**src/rtl/vga_sync_decoder_if.sv**
```systemverilog
// rtl/vga_sync_decoder_if.sv - sync inputs and recovered-timing outputs of the VGA sync decoder
interface vga_sync_decoder_if;
    logic        i_HSync;
    logic        i_VSync;
    logic [11:0] o_x;
    logic [11:0] o_y;
    logic        o_valid;
    logic        o_locked;
    logic        o_err;
    logic [11:0] o_line_len;

    modport master (
        output i_HSync,
        output i_VSync,
        input  o_x,
        input  o_y,
        input  o_valid,
        input  o_locked,
        input  o_err,
        input  o_line_len
    );

    modport slave (
        input  i_HSync,
        input  i_VSync,
        output o_x,
        output o_y,
        output o_valid,
        output o_locked,
        output o_err,
        output o_line_len
    );
endinterface

```
**src/rtl/vga_sync_decoder.sv**
```systemverilog
// rtl/vga_sync_decoder.sv - recovers pixel position from raw VGA syncs and locks onto the expected timing
module vga_sync_decoder #(
    parameter int H_SYNC_WIDTH = 96,
    parameter int H_BACK_PORCH = 48,
    parameter int H_ACTIVE     = 640,
    parameter int H_TOTAL      = 800,
    parameter int V_SYNC_WIDTH = 2,
    parameter int V_BACK_PORCH = 33,
    parameter int V_ACTIVE     = 480,
    parameter int V_TOTAL      = 525
) (
    input logic               i_Clk,
    input logic               i_Rst_n,
    vga_sync_decoder_if.slave bus
);

    localparam int H_START = H_SYNC_WIDTH + H_BACK_PORCH;
    localparam int H_END   = H_START + H_ACTIVE;
    localparam int V_START = V_SYNC_WIDTH + V_BACK_PORCH;
    localparam int V_END   = V_START + V_ACTIVE;

    typedef enum logic [1:0] {
        SEARCH,
        CHECK,
        LOCKED
    } state_t;

    state_t      state;
    logic        h_meta, h_sync, h_hist;
    logic        v_meta, v_sync, v_hist;
    logic [11:0] h_cnt;
    logic [11:0] v_cnt;
    logic [11:0] line_len;
    logic        err;
    logic        sat_seen;

    logic        h_fall;
    logic        v_fall;
    logic        h_max;
    logic        v_max;
    logic [12:0] h_cnt_inc;
    logic [12:0] v_cnt_inc;

    assign h_fall    = ~h_sync & h_hist;
    assign v_fall    = ~v_sync & v_hist;
    assign h_max     = (h_cnt == 12'hFFF);
    assign v_max     = (v_cnt == 12'hFFF);
    assign h_cnt_inc = {1'b0, h_cnt} + 13'd1;
    assign v_cnt_inc = {1'b0, v_cnt} + 13'd1;

    always_ff @(posedge i_Clk or negedge i_Rst_n) begin
        if (!i_Rst_n) begin
            h_meta <= 1'b1;
            h_sync <= 1'b1;
            h_hist <= 1'b1;
            v_meta <= 1'b1;
            v_sync <= 1'b1;
            v_hist <= 1'b1;
        end else begin
            h_meta <= bus.i_HSync;
            h_sync <= h_meta;
            h_hist <= h_sync;
            v_meta <= bus.i_VSync;
            v_sync <= v_meta;
            v_hist <= v_sync;
        end
    end

    always_ff @(posedge i_Clk or negedge i_Rst_n) begin
        if (!i_Rst_n) begin
            h_cnt    <= 12'd0;
            v_cnt    <= 12'd0;
            line_len <= 12'd0;
        end else begin
            if (h_fall) begin
                h_cnt    <= 12'd0;
                line_len <= h_max ? 12'hFFF : h_cnt_inc[11:0];
            end else if (!h_max) begin
                h_cnt <= h_cnt_inc[11:0];
            end

            if (v_fall) begin
                v_cnt <= 12'd0;
            end else if (h_fall && !v_max) begin
                v_cnt <= v_cnt_inc[11:0];
            end
        end
    end

    // A frame edge skips the line check: that h_fall closes the previous frame, not a measured line.
    always_ff @(posedge i_Clk or negedge i_Rst_n) begin
        if (!i_Rst_n) begin
            state    <= SEARCH;
            err      <= 1'b0;
            sat_seen <= 1'b0;
        end else begin
            err <= 1'b0;
            if (h_fall) begin
                sat_seen <= 1'b0;
            end else if (h_max) begin
                sat_seen <= 1'b1;
            end

            case (state)
                SEARCH: begin
                    if (v_fall) begin
                        state <= CHECK;
                    end
                end
                CHECK, LOCKED: begin
                    if (v_fall) begin
                        if (v_cnt_inc != 13'(V_TOTAL)) begin
                            state <= SEARCH;
                            err   <= 1'b1;
                        end else begin
                            state <= LOCKED;
                        end
                    end else if (h_fall) begin
                        if (h_cnt_inc != 13'(H_TOTAL)) begin
                            state <= SEARCH;
                            err   <= 1'b1;
                        end
                    end else if (h_max && !sat_seen) begin
                        state <= SEARCH;
                        err   <= 1'b1;
                    end
                end
                default: begin
                    state <= SEARCH;
                end
            endcase
        end
    end

    assign bus.o_x        = h_cnt - 12'(H_START);
    assign bus.o_y        = v_cnt - 12'(V_START);
    assign bus.o_locked   = (state == LOCKED);
    assign bus.o_err      = err;
    assign bus.o_line_len = line_len;
    assign bus.o_valid    = (state == LOCKED)
                          && ({1'b0, h_cnt} >= 13'(H_START)) && ({1'b0, h_cnt} < 13'(H_END))
                          && ({1'b0, v_cnt} >= 13'(V_START)) && ({1'b0, v_cnt} < 13'(V_END));

endmodule
```
**src/flat_wrapper.sv**
```systemverilog
// flat-port wrapper written by rule: the top's interface ports become plain ports
module vga_sync_decoder_flat 
#(
    parameter int H_SYNC_WIDTH = 96,
    parameter int H_BACK_PORCH = 48,
    parameter int H_ACTIVE     = 640,
    parameter int H_TOTAL      = 800,
    parameter int V_SYNC_WIDTH = 2,
    parameter int V_BACK_PORCH = 33,
    parameter int V_ACTIVE     = 480,
    parameter int V_TOTAL      = 525
)
  (i_Clk, i_Rst_n, bus_i_HSync, bus_i_VSync, bus_o_x, bus_o_y, bus_o_valid, bus_o_locked, bus_o_err, bus_o_line_len);
  vga_sync_decoder_if bus_i ();
  input logic i_Clk;
  input logic i_Rst_n;
  input wire logic [$bits(bus_i.i_HSync)-1:0] bus_i_HSync;
  input wire logic [$bits(bus_i.i_VSync)-1:0] bus_i_VSync;
  output wire logic [$bits(bus_i.o_x)-1:0] bus_o_x;
  output wire logic [$bits(bus_i.o_y)-1:0] bus_o_y;
  output wire logic [$bits(bus_i.o_valid)-1:0] bus_o_valid;
  output wire logic [$bits(bus_i.o_locked)-1:0] bus_o_locked;
  output wire logic [$bits(bus_i.o_err)-1:0] bus_o_err;
  output wire logic [$bits(bus_i.o_line_len)-1:0] bus_o_line_len;
  assign bus_i.i_HSync = bus_i_HSync;
  assign bus_i.i_VSync = bus_i_VSync;
  assign bus_o_x = bus_i.o_x;
  assign bus_o_y = bus_i.o_y;
  assign bus_o_valid = bus_i.o_valid;
  assign bus_o_locked = bus_i.o_locked;
  assign bus_o_err = bus_i.o_err;
  assign bus_o_line_len = bus_i.o_line_len;
  vga_sync_decoder #(.H_SYNC_WIDTH(H_SYNC_WIDTH), .H_BACK_PORCH(H_BACK_PORCH), .H_ACTIVE(H_ACTIVE), .H_TOTAL(H_TOTAL), .V_SYNC_WIDTH(V_SYNC_WIDTH), .V_BACK_PORCH(V_BACK_PORCH), .V_ACTIVE(V_ACTIVE), .V_TOTAL(V_TOTAL)) u_core (.i_Clk(i_Clk), .i_Rst_n(i_Rst_n), .bus(bus_i));
endmodule
```
**config.mk**
```make
export PLATFORM = sky130hd
export DESIGN_NAME = vga_sync_decoder_flat
export DESIGN_NICKNAME = d
export VERILOG_FILES = /design/src/rtl/vga_sync_decoder_if.sv /design/src/rtl/vga_sync_decoder.sv /design/src/flat_wrapper.sv
export SDC_FILE = /design/constraint.sdc
export NUM_CORES = 1
export LEC_CHECK = 0
export ABC_AREA = 1
export BUFFER_PORTS_ARGS = -buffer_cell sky130_fd_sc_hd__buf_2
export CORE_ASPECT_RATIO = 1.4
export CORE_MARGIN = 4
export CORE_UTILIZATION = 45
export DETAILED_ROUTE_END_ITERATION = 8
export PLACE_DENSITY = 0.72
export SYNTH_ARGS = -nofsm -noshare
export SYNTH_HDL_FRONTEND = slang
export SYNTH_SLANG_ARGS = --single-unit
```
**constraint.sdc**
```tcl
create_clock -name i_Clk -period 1.5 [get_ports i_Clk]
set_input_delay 0.075 -clock i_Clk [delete_from_list [all_inputs] [get_ports i_Clk]]
set_output_delay 0.075 -clock i_Clk [all_outputs]
set_load 0.01 [all_outputs]
```
## Word-level counts from Yosys, hierarchy flattened

Cells that the tools add are included.

| operators by class | value |
|---|---|
| add/subtract/negate cells | 4 |
| $lt $le $gt $ge | 4 |
| equality and inequality tests | 10 |
| mux-type cells | 20 |
| bitwise operators | 4 |
| reduce and logical (&&, ||, !) cells | 13 |

Operator list:

| cell | number |
|---|---|
| $mux 12 | 5 |
| $add 12x1->13 const B | 2 |
| $ne 13x10->1 const B | 2 |
| $eq 12x12->1 const B | 2 |
| $lt 12x10->1 const B | 2 |
| $ge 12x6->1 const B | 1 |
| $ge 12x8->1 const B | 1 |
| $mux 2 | 6 |
| $sub 12x6->12 const B | 1 |
| $sub 12x8->12 const B | 1 |
| $mux 1 | 8 |
| $logic_and 1x1->1 | 6 |
| $ne 2x1->1 const B | 2 |
| $ne 4x1->1 const B | 1 |
| $ne 4x4->1 const B | 1 |
| $pmux 2 s2 | 1 |
| $reduce_bool 2->1 | 2 |
| $reduce_and 3->1 | 1 |
| $and 1x1->1 | 2 |
| $eq 2x1->1 const B | 1 |
| $eq 2x2->1 const B | 1 |
| $logic_not 1->1 | 2 |
| $logic_not 2->1 | 1 |
| $not 1->1 | 2 |
| $reduce_or 2->1 | 1 |

| storage, ports and cells | value |
|---|---|
| flip-flop bits (word level) | 46 |
| input bits | 4 |
| output and inout bits | 39 |
| logic and storage cells | 67 |

## Longest topological paths before layout

Gate-level depths: netlist of the first run.

| depth | value |
|---|---|
| word-level depth | 6 |
| gate-level depth with buffers | 14 |
| mapped depth without buffers | 14 |

## Worst setup path after synthesis of the first run

No wires, ideal clock.

| path | value |
|---|---|
| path kind | register to register |
| start | register u_core.h_cnt[0] |
| end | register u_core.state[1] |
| setup time | 0.117 ns |
| arrival | 1.536 ns |
| data required time | 1.383 ns |
| setup slack | -0.152 ns |
| stages on the path, launching flop included | 13 |
| buffers on the path | 0 |
| period minus slack after synthesis | 1.652 ns |
| cell sequence | dfrtp_1 > ha_1 > nand2_2 > nor2_4 > nand3_2 > nor2_4 > nand2_1 > nand3_1 > nand2_1 > nand2_1 > nand2_1 > nand2_1 > nand2_1 |

| on the way | value |
|---|---|
| longest elaborated chain between the ends | 4 |
| elaborated cells on any way between the ends | 7 |
| those cells by class | add/sub: 1; eq/ne: 4; reduce/logical: 2 |

Ends and longest elaborated chain:

| element | line | RTL |
|---|---|---|
| start, declared | vga_sync_decoder.sv:31 | `logic [11:0] h_cnt;` |
| start signal, assigned | vga_sync_decoder.sv:79 | `h_cnt <= h_cnt_inc[11:0];` |
| $add 12x1->13 or $eq 12x12->1 (tied branches) | vga_sync_decoder.sv:48, vga_sync_decoder.sv:46 |  |
| $ne 13x10->1 or $logic_and 1x1->1 (tied branches) | vga_sync_decoder.sv:119, vga_sync_decoder.sv:123 |  |
| $ne 4x4->1 (no source line) or $ne 4x1->1 (tied branches) | - |  |
| $reduce_and 3->1 (no source line) * | - |  |
| end signal, assigned | vga_sync_decoder.sv:116 | `state <= LOCKED;` |
| end signal, assigned | vga_sync_decoder.sv:120 | `state <= SEARCH;` |
| end signal, assigned | vga_sync_decoder.sv:124 | `state <= SEARCH;` |
| end, declared | vga_sync_decoder.sv:28 | `state_t state;` |

Mark *: on every way between the ends. The rest lies on a longest branch, timed or not.
A chain may end at the register's enable or synchronous reset.

## Worst setup path after layout of the first run

| path | value |
|---|---|
| start | register u_core.v_cnt[0] |
| end | output bus_o_y[10] |

| on the way | value |
|---|---|
| longest elaborated chain between the ends | 1 |

Ends and longest elaborated chain:

| element | line | RTL |
|---|---|---|
| start, declared | vga_sync_decoder.sv:32 | `logic [11:0] v_cnt;` |
| start signal, assigned | vga_sync_decoder.sv:85 | `v_cnt <= v_cnt_inc[11:0];` |
| $sub 12x6->12 | vga_sync_decoder.sv:136 | `assign bus.o_y = v_cnt - 12'(V_START);` |
| end, declared | flat_wrapper.sv:20 | `output wire logic [$bits(bus_i.o_y)-1:0] bus_o_y;` |

No other way between the ends.

==> impl_results.md, run 1 <==
* Tcrit/Tclk final at 133%
* DRC viols at 0
* Nets at 491
* DRC marker count from the first detailed-route iteration at 94
* Max Cap Viol at 0
* CP endpoint kind: primary output
* Endpoints failing hold at 0
* # diodes at 0
* Rows at 33
* Critical path data arrival time at 1920 ps
* RSZ-0062 raised after global routing: yes
* Detailed-route via count at 2985
* Critical Path Fanout Max at 4
* Final Skew at 8.96 ps
* Slowest stage delay, CP at around 440 ps
* Global-route wire length before repair at 13.2 mm
* Skew-Pair Late Insertion Delay at a little over 300 ps
* Leak Pwr at 0.00216 uW
* Final HPWL DP at 5.36 mm
* Routed WL at 9.62 mm
* CTS tree: built
* Initial Utilization at 46.7%
* VDD IR-drop max at approximately 0.93 mV
* Run status: finished with violations
* Critical path startpoint category: flop
* Design Power at between 4000 and 5000 uW
* Gpl congestion at roughly 0.90
* GRT overflow at 0
* WS Path Type: flop to primary output
* Final core occ at 77.9%
* Final Max Slew Viols at 0
* Clock-pin slew on the worst setup and hold paths at 90 ps
* Top-Level Pins at 43
* Slowest-stage cell, CP: dfrtp_1
* Total GRT Usage at 22.8%
* Worst slew pin tran at between 400 and 500 ps
* Post-synthesis cell area at 2740 sq um
* Pint at 2740 uW
* Clk sinks at 46
* Fmax at 0.500 GHz
* DP Worst Slack at -242 ps
* Post-synth cell types at 37
* Sequential power share at 37.2%
* Layout cell share with drive strength beyond 1 at between 60% and 70%
* Setup_tns at -14700 ps
* Core box area at between 5000 and 6000 sq um
* Setup violations, final at 56
* Vias per inst at 5.44
* Root buf cell: clkbuf_8
* Clk pwr share at 21.8%
* NetSw at 1500 uW
* Crit path max-delay family: simple AND/OR/NAND/NOR gates
* Comb pwr share at about 41%
* Failing checks: setup timing
* Period minus WS final at 2000 ps
* Worst Setup Slack, final at -499 ps
* Sw Share at 35.4%
* Max Buffers Root-to-Sink at 2
* Flops & latches, synth at 46
* Vias in the first global route at 2941
* Cells after Synth at roughly 340
* PwrDens at 928 nW/um^2
* Average cell area after synthesis at 8.02 sq um
* Worst-path cell chain: ha_4, nor3_4, inv_2, nor2_4, inv_2, nand2_4, nand2_4, nor3_4, xor2_1, buf_2
* Fill cell count at 369
* Max_slew headroom at a little over two thirds
* Die height at 100 um
* Synthesis-to-layout area growth at 67.0%
* Register area share after synthesis at 42.3%
* Antenna-violating nets left at 0
* Pre-antenna DRT Iters at 4
* Synth Warn # at 0
* CTS buffer count at 5
* DIE AREA at about 7400 sq um
* PortBufs at 42
* Antenna violations before repair at 0
* Post-Syn Nets at 354
* CP required at 1420 ps
* CP Buf/Inv Count at 3
* Worst Hold Class: primary input to asynchronous set/reset pin
* Avg WL per Cell at 17.5 um
* Largest net degree at the start of global routing at 47
* Max H-tree Level at 2
* Die width at 73.9 um
-- metal layers --
layer | routed length, um | track usage [%]
met1 | 3200 | 24.5
met2 | 5510 | 42.2
met3 | 424 | 3.11
met4 | 494 | 11.4
met5 | 0 | 0
-- area by class of cell --
class,instances,area (sq um),area share (%)
sequential,46,1160,25.5
clock inverter,3,40.0,0.876
clock buffer,5,68.8,1.51
timing repair buffer,141,1090,23.9
multi-input combinational,246,1960,42.9
tap,70,87.6,1.92
inverter,38,156,3.42
-- power by group through the flow --
stage / registers, uW / logic, uW / clock network, uW
2_1_floorplan: 1550 / 592 / 0
3_3_place_gp: 1540 / 1140 / 0
3_5_place_dp: 1540 / 1170 / 0
4_1_cts: 1540 / 1450 / 936
5_1_grt: 1600 / 1880 / 988
6_report: 1580 / 1740 / 924
-- cell usage in the layout (no fill, tap or decap), types with 6 or more instances in the layout --
| cell | count |
|---|---|
| xor2_1 | 17 |
| inv_1 | 22 |
| nand3_1 | 16 |
| buf_4 | 71 |
| dfrtp_1 | 36 |
| o21ai_2 | 16 |
| nor2_1 | 18 |
| buf_6 | 26 |
| nor2_2 | 10 |
| o21ai_1 | 8 |
| nor2_4 | 17 |
| nand3_2 | 10 |
| buf_2 | 39 |
| nand2_4 | 13 |
| dfstp_2 | 6 |
| nand2_2 | 19 |
| a21oi_2 | 8 |
| nand2_1 | 45 |
| inv_2 | 13 |
-- worst min-delay path, cell delays in order --
cell and delay, ps:
dlygate4sd3_1 520, buf_2 120, buf_12 240
-- synthesized netlist by cell type, drive strengths merged --
cell type   n  area share, %
a211oi      2           0.55
a21oi      11            2.1
a31oi       5            1.1
a41oi       1           0.32
buf         8            2.1
clkbuf      4           0.59
dfrtp      40             37
dfstp       6            5.8
ha          9            4.1
inv        38            5.2
nand2      78             12
nand3      30            5.9
nand3b      1           0.27
nand4       3           0.69
nor2       45            8.2
nor3        7            1.5
nor4        1           0.23
o211ai      1           0.27
o21ai      26            4.9
o22ai       3           0.69
o31ai       1           0.27
xnor2       1           0.32
xor2       20            6.7
-- worst paths after layout --
check	start	endpoint	slack (ps)	cells after the start
worst max-delay path	u_core.v_cnt[0]$_DFFE_PN0P_	bus_o_y[10]	-500	10
worst min-delay path	i_Rst_n	u_core.bus.o_line_len[9]$_DFFE_PN0P_	270	3
worst max register to register	u_core.v_cnt[1]$_DFFE_PN0P_	u_core.bus.o_err$_DFF_PN0_	-340	11
worst min register to register	u_core.h_meta$_DFF_PN1_	u_core.h_sync$_DFF_PN1_	360	0
max in group asynchronous	i_Rst_n	u_core.v_sync$_DFF_PN1_	950	3
min in group i_Clk	u_core.h_meta$_DFF_PN1_	u_core.h_sync$_DFF_PN1_	360	0
-- sequential cells by signal (all words and copies together), names as in the netlist --
| signal | cells |
|---|---|
| u_core.sat_seen | 1 |
| u_core.h_cnt | 12 |
| u_core.v_meta | 1 |
| u_core.h_hist | 1 |
| u_core.v_sync | 1 |
| u_core.h_sync | 1 |
| u_core.v_hist | 1 |
| u_core.h_meta | 1 |
| u_core.bus.o_line_len | 12 |
| u_core.v_cnt | 12 |
| u_core.state | 2 |
| u_core.bus.o_err | 1 |
-- cell families after synthesis --
kind of cell / after synthesis / synth area share [%]
AND/OR/NAND/NOR: 165 / 28.3
buffers and inverters: 50 / 7.96
flip-flops: 46 / 42.3
XOR/XNOR: 21 / 7.00
AO/OA/AOI/OAI: 50 / 10.3
adder cells (fa/ha/maj): 9 / 4.12
-- through the flow --
| stage | hold slack [ps] | area (sq um) | instances |
|---|---|---|---|
| 5_1_grt | 310 | 4570 | 549 |
| 3_3_place_gp | 72.9 | 3520 | 512 |
| 6_report | 273 | 4570 | 549 |
| 2_1_floorplan | -221 | 2750 | 341 |
| 3_5_place_dp | 76.9 | 3520 | 512 |
| 4_1_cts | 291 | 4060 | 542 |
-- timing repair --
| item | CTS | global route |
|---|---|---|
| pin swaps | 15 | 42 |
| setup endpoints to repair | 54 | 56 |
| buffers inserted | 21 | 15 |
| hold buffers | 3 | 0 |
| cloned | 0 | 1 |
| gates resized for setup | 78 | 118 |
| endpoints found under the hold margin | 47 | 0 |
No activity file was read; power rests on OpenSTA's default activity.
==> run 2: changes to the inputs <==
--- a/config.mk
+++ b/config.mk
@@ -5,7 +5,7 @@
 export SDC_FILE = /design/constraint.sdc
 export NUM_CORES = 1
 export LEC_CHECK = 0
-export ABC_AREA = 1
+export ABC_AREA = 0
 export BUFFER_PORTS_ARGS = -buffer_cell sky130_fd_sc_hd__buf_2
 export CORE_ASPECT_RATIO = 1.4
 export CORE_MARGIN = 4
==> impl_results.md, run 2 <==
* Core box area at 6170 sq um
* R2R Path End: u_core.bus.o_err$_DFF_PN0_
* Max Cap Viol at 0
* Period minus WS final at 2160 ps
* Async SR Flop Fraction at 100%
* Antenna violations before repair at 0
* CP required at 1420 ps
* Die height at 102 um
* Ranking of synthesized cells by area: dfrtp_1 (35%), dfstp_2 (5.6%), xnor2_1 (5.2%)
* Post-synth top area cell: dfrtp_1
* Main synth FF type: dfrtp_1
* Rows at 34
* Sequential power share at 39.8%
* Average cell area after synthesis at 9.04 sq um
* # diodes at 0
* Commonest non-fill, non-tap cell in the layout: buf_4
* Critical path startpoint category: flop
* Max H-tree Level at 2
* Number of synthesized flops with an enable pin at 0
* Leak Pwr at 0.00224 uW
* Nets at 482
* Clk sinks at 46
* Max_slew headroom at 75.0%
* Setup violations, final at 57
* Most common cell in the netlist: dfrtp_1
* CP endpoint kind: primary output
* Global-route wire length before repair at around 15 mm
* Critical Path Fanout Max at 2
* Failing checks: setup timing
* DRC marker count from the first detailed-route iteration at 124
* Fmax at 0.463 GHz
* GRT overflow at 0
* Area share of the largest cell type after synthesis at 35.3%
* Antenna-violating nets left at 0
* Detailed-route via count at about 3200
* Post-synthesis cell area at about 2800 sq um
* Critical Path Sink: bus_o_valid
* PwrDens at 769 nW/um^2
* DP Worst Slack at -321 ps
* Critical path data arrival time at 2090 ps
* DIE AREA at 7660 sq um
* DRC viols at 0
* Run status: finished with violations
* Clk pwr share at between 20% and 30%
* Total GRT Usage at 26.5%
* R2R Setup Slk at -580 ps
* Worst setup startpoint: u_core.v_cnt[0]$_DFFE_PN0P_
* Cells after Synth at approximately 310
* Sw Share at 33.3%
* Vias in the first global route at ~3200
* Routed WL at 10.9 mm
* Worst Setup Slack, final at -661 ps
* Top-Level Pins at 43
* Comb pwr share at 34.5%
* WS Path Type: flop to primary output
* Pre-antenna DRT Iters at 5
* Design Power at ~3700 uW
* Post-synth cell types at 52
* Post-Syn Nets at around 330
* Gpl congestion at 0.918
* Final HPWL DP at 5.98 mm
* Vias per inst at 5.84
* Final Skew at between 9 and 10 ps
* Hold_ws at between 200 and 300 ps
* Flops & latches, synth at 46
* Largest net degree at the start of global routing at 47
* VDD IR-drop max at 0.492 mV
* Final Max Slew Viols at 0
* Path depth of the worst reg2reg path at 9
* Worst slew pin tran at 374 ps
* Root buf cell: clkbuf_8
* Synth Warn # at 0
* Max Buffers Root-to-Sink at 2
* Synthesis-to-layout area growth at 71.1%
* CTS buffer count at 5
* Endpoints failing hold at 0
* Layout cell share with drive strength beyond 1 at 61.1%
* Pint at 2490 uW
* Top cells by count, synth: dfrtp_1 (40), nor2_1 (38), nand2_1 (21)
* Tcrit/Tclk final at 144%
* Clock-pin slew on the worst setup and hold paths at roughly 90 ps
* RSZ-0062 raised after global routing: yes
* Die width at roughly 75 um
* Avg WL per Cell at between 20 and 25 um
* Initial Utilization at 46.0%
* Skew-Pair Late Insertion Delay at ~300 ps
* Worst Hold Class: primary input to asynchronous set/reset pin
* Reg2reg start: u_core.v_cnt[0]$_DFFE_PN0P_
* CTS tree: built
* PortBufs at 42
* Commonest non-fill, non-tap cells in the layout: buf_4 (90), buf_6 (42), buf_2 (40)
* Register area share after synthesis at 40.8%
* NetSw at 1240 uW
[run 2: changes by cell type after synthesis, moves of 7 or more]
cell,delta
nand3_1,-17
inv_1,-17
nor4_1,+7
nand2_1,-49
nand4_1,+7
xnor2_1,+16
buf_2,+10
[run 2: worst min-delay path by stage]
stage | start | end
2_1_floorplan | i_Rst_n | u_core.bus.o_err$_DFF_PN0_
3_3_place_gp | i_Rst_n | u_core.bus.o_line_len[2]$_DFFE_PN0P_
3_5_place_dp | i_Rst_n | u_core.v_cnt[3]$_DFFE_PN0P_
4_1_cts | i_Rst_n | u_core.sat_seen$_DFFE_PN0P_
5_1_grt | i_Rst_n | u_core.bus.o_line_len[2]$_DFFE_PN0P_
6_report | i_Rst_n | u_core.v_cnt[3]$_DFFE_PN0P_
[run 2: layout make-up]
class | count | area, sq um
multi-input cells | 224 | 2010
repair buffers | 177 | 1420
fillers | 362 | 1310
inverters | 15 | 56.3
clock inverters | 3 | 43.8
clock buffers | 5 | 68.8
flip-flops and latches | 46 | 1170
well taps | 72 | 90.1
[run 2: repair_timing]
item,in CTS,in global routing
gates resized for setup,103,55
pin swaps,40,27
hold buffers,3,0
endpoints found under the hold margin,48,0
endpoints found under the setup margin,57,58
setup buffers,22,22
[run 2: per-stage QoR]
| step | instance area [sq um] | TNS (ps) | std cells | utilization, % |
|---|---|---|---|---|
| final | 4860 | -17620 | 542 | 78.7 |
| after floorplan | 2940 | -3560 | 314 | - |
| after global placement | 3800 | -5550 | 494 | 61.7 |
| after detailed placement | 3800 | -7160 | 494 | 61.7 |
| after global routing | 4860 | -20560 | 542 | 78.7 |
| after CTS | 4500 | -13250 | 525 | 72.9 |
[run 2: kinds of logic (layout without fill, tap and decap cells)]
group	count (synthesis)	in the layout	share of synthesized area, %
mux	1	1	0.353
fa+ha+maj	9	9	3.97
buf+inv	44	200	7.67
xor+xnor	33	33	10.2
flops	46	46	40.8
compound gates	49	49	11.7
simple gates	132	132	25.3
[run 2: metal layers]
metal	global-route usage, %	up-vias	wire length (um)
met5	0	-	0
met2	50.1	152	6130
met4	12.5	0	606
met1	28.1	1560	3620
met3	3.44	55	554
li1	-	1400	-
[run 2: power by group through the flow]
stage	sequential [uW]	combinational, uW	clock, uW
final	1490	1290	958
after CTS	1470	1140	965
after floorplan	1500	518	0
after global placement	1490	904	0
after detailed placement	1500	933	0
after global routing	1500	1370	1010
[run 2: worst max-delay path, cell delays in order, from the launching register on]
cell,delay [ps]
dfrtp_1,430
ha_4,190
o41ai_4,320
nand2_2,100
o31a_1,260
a311oi_2,270
nor3_2,80
buf_2,140
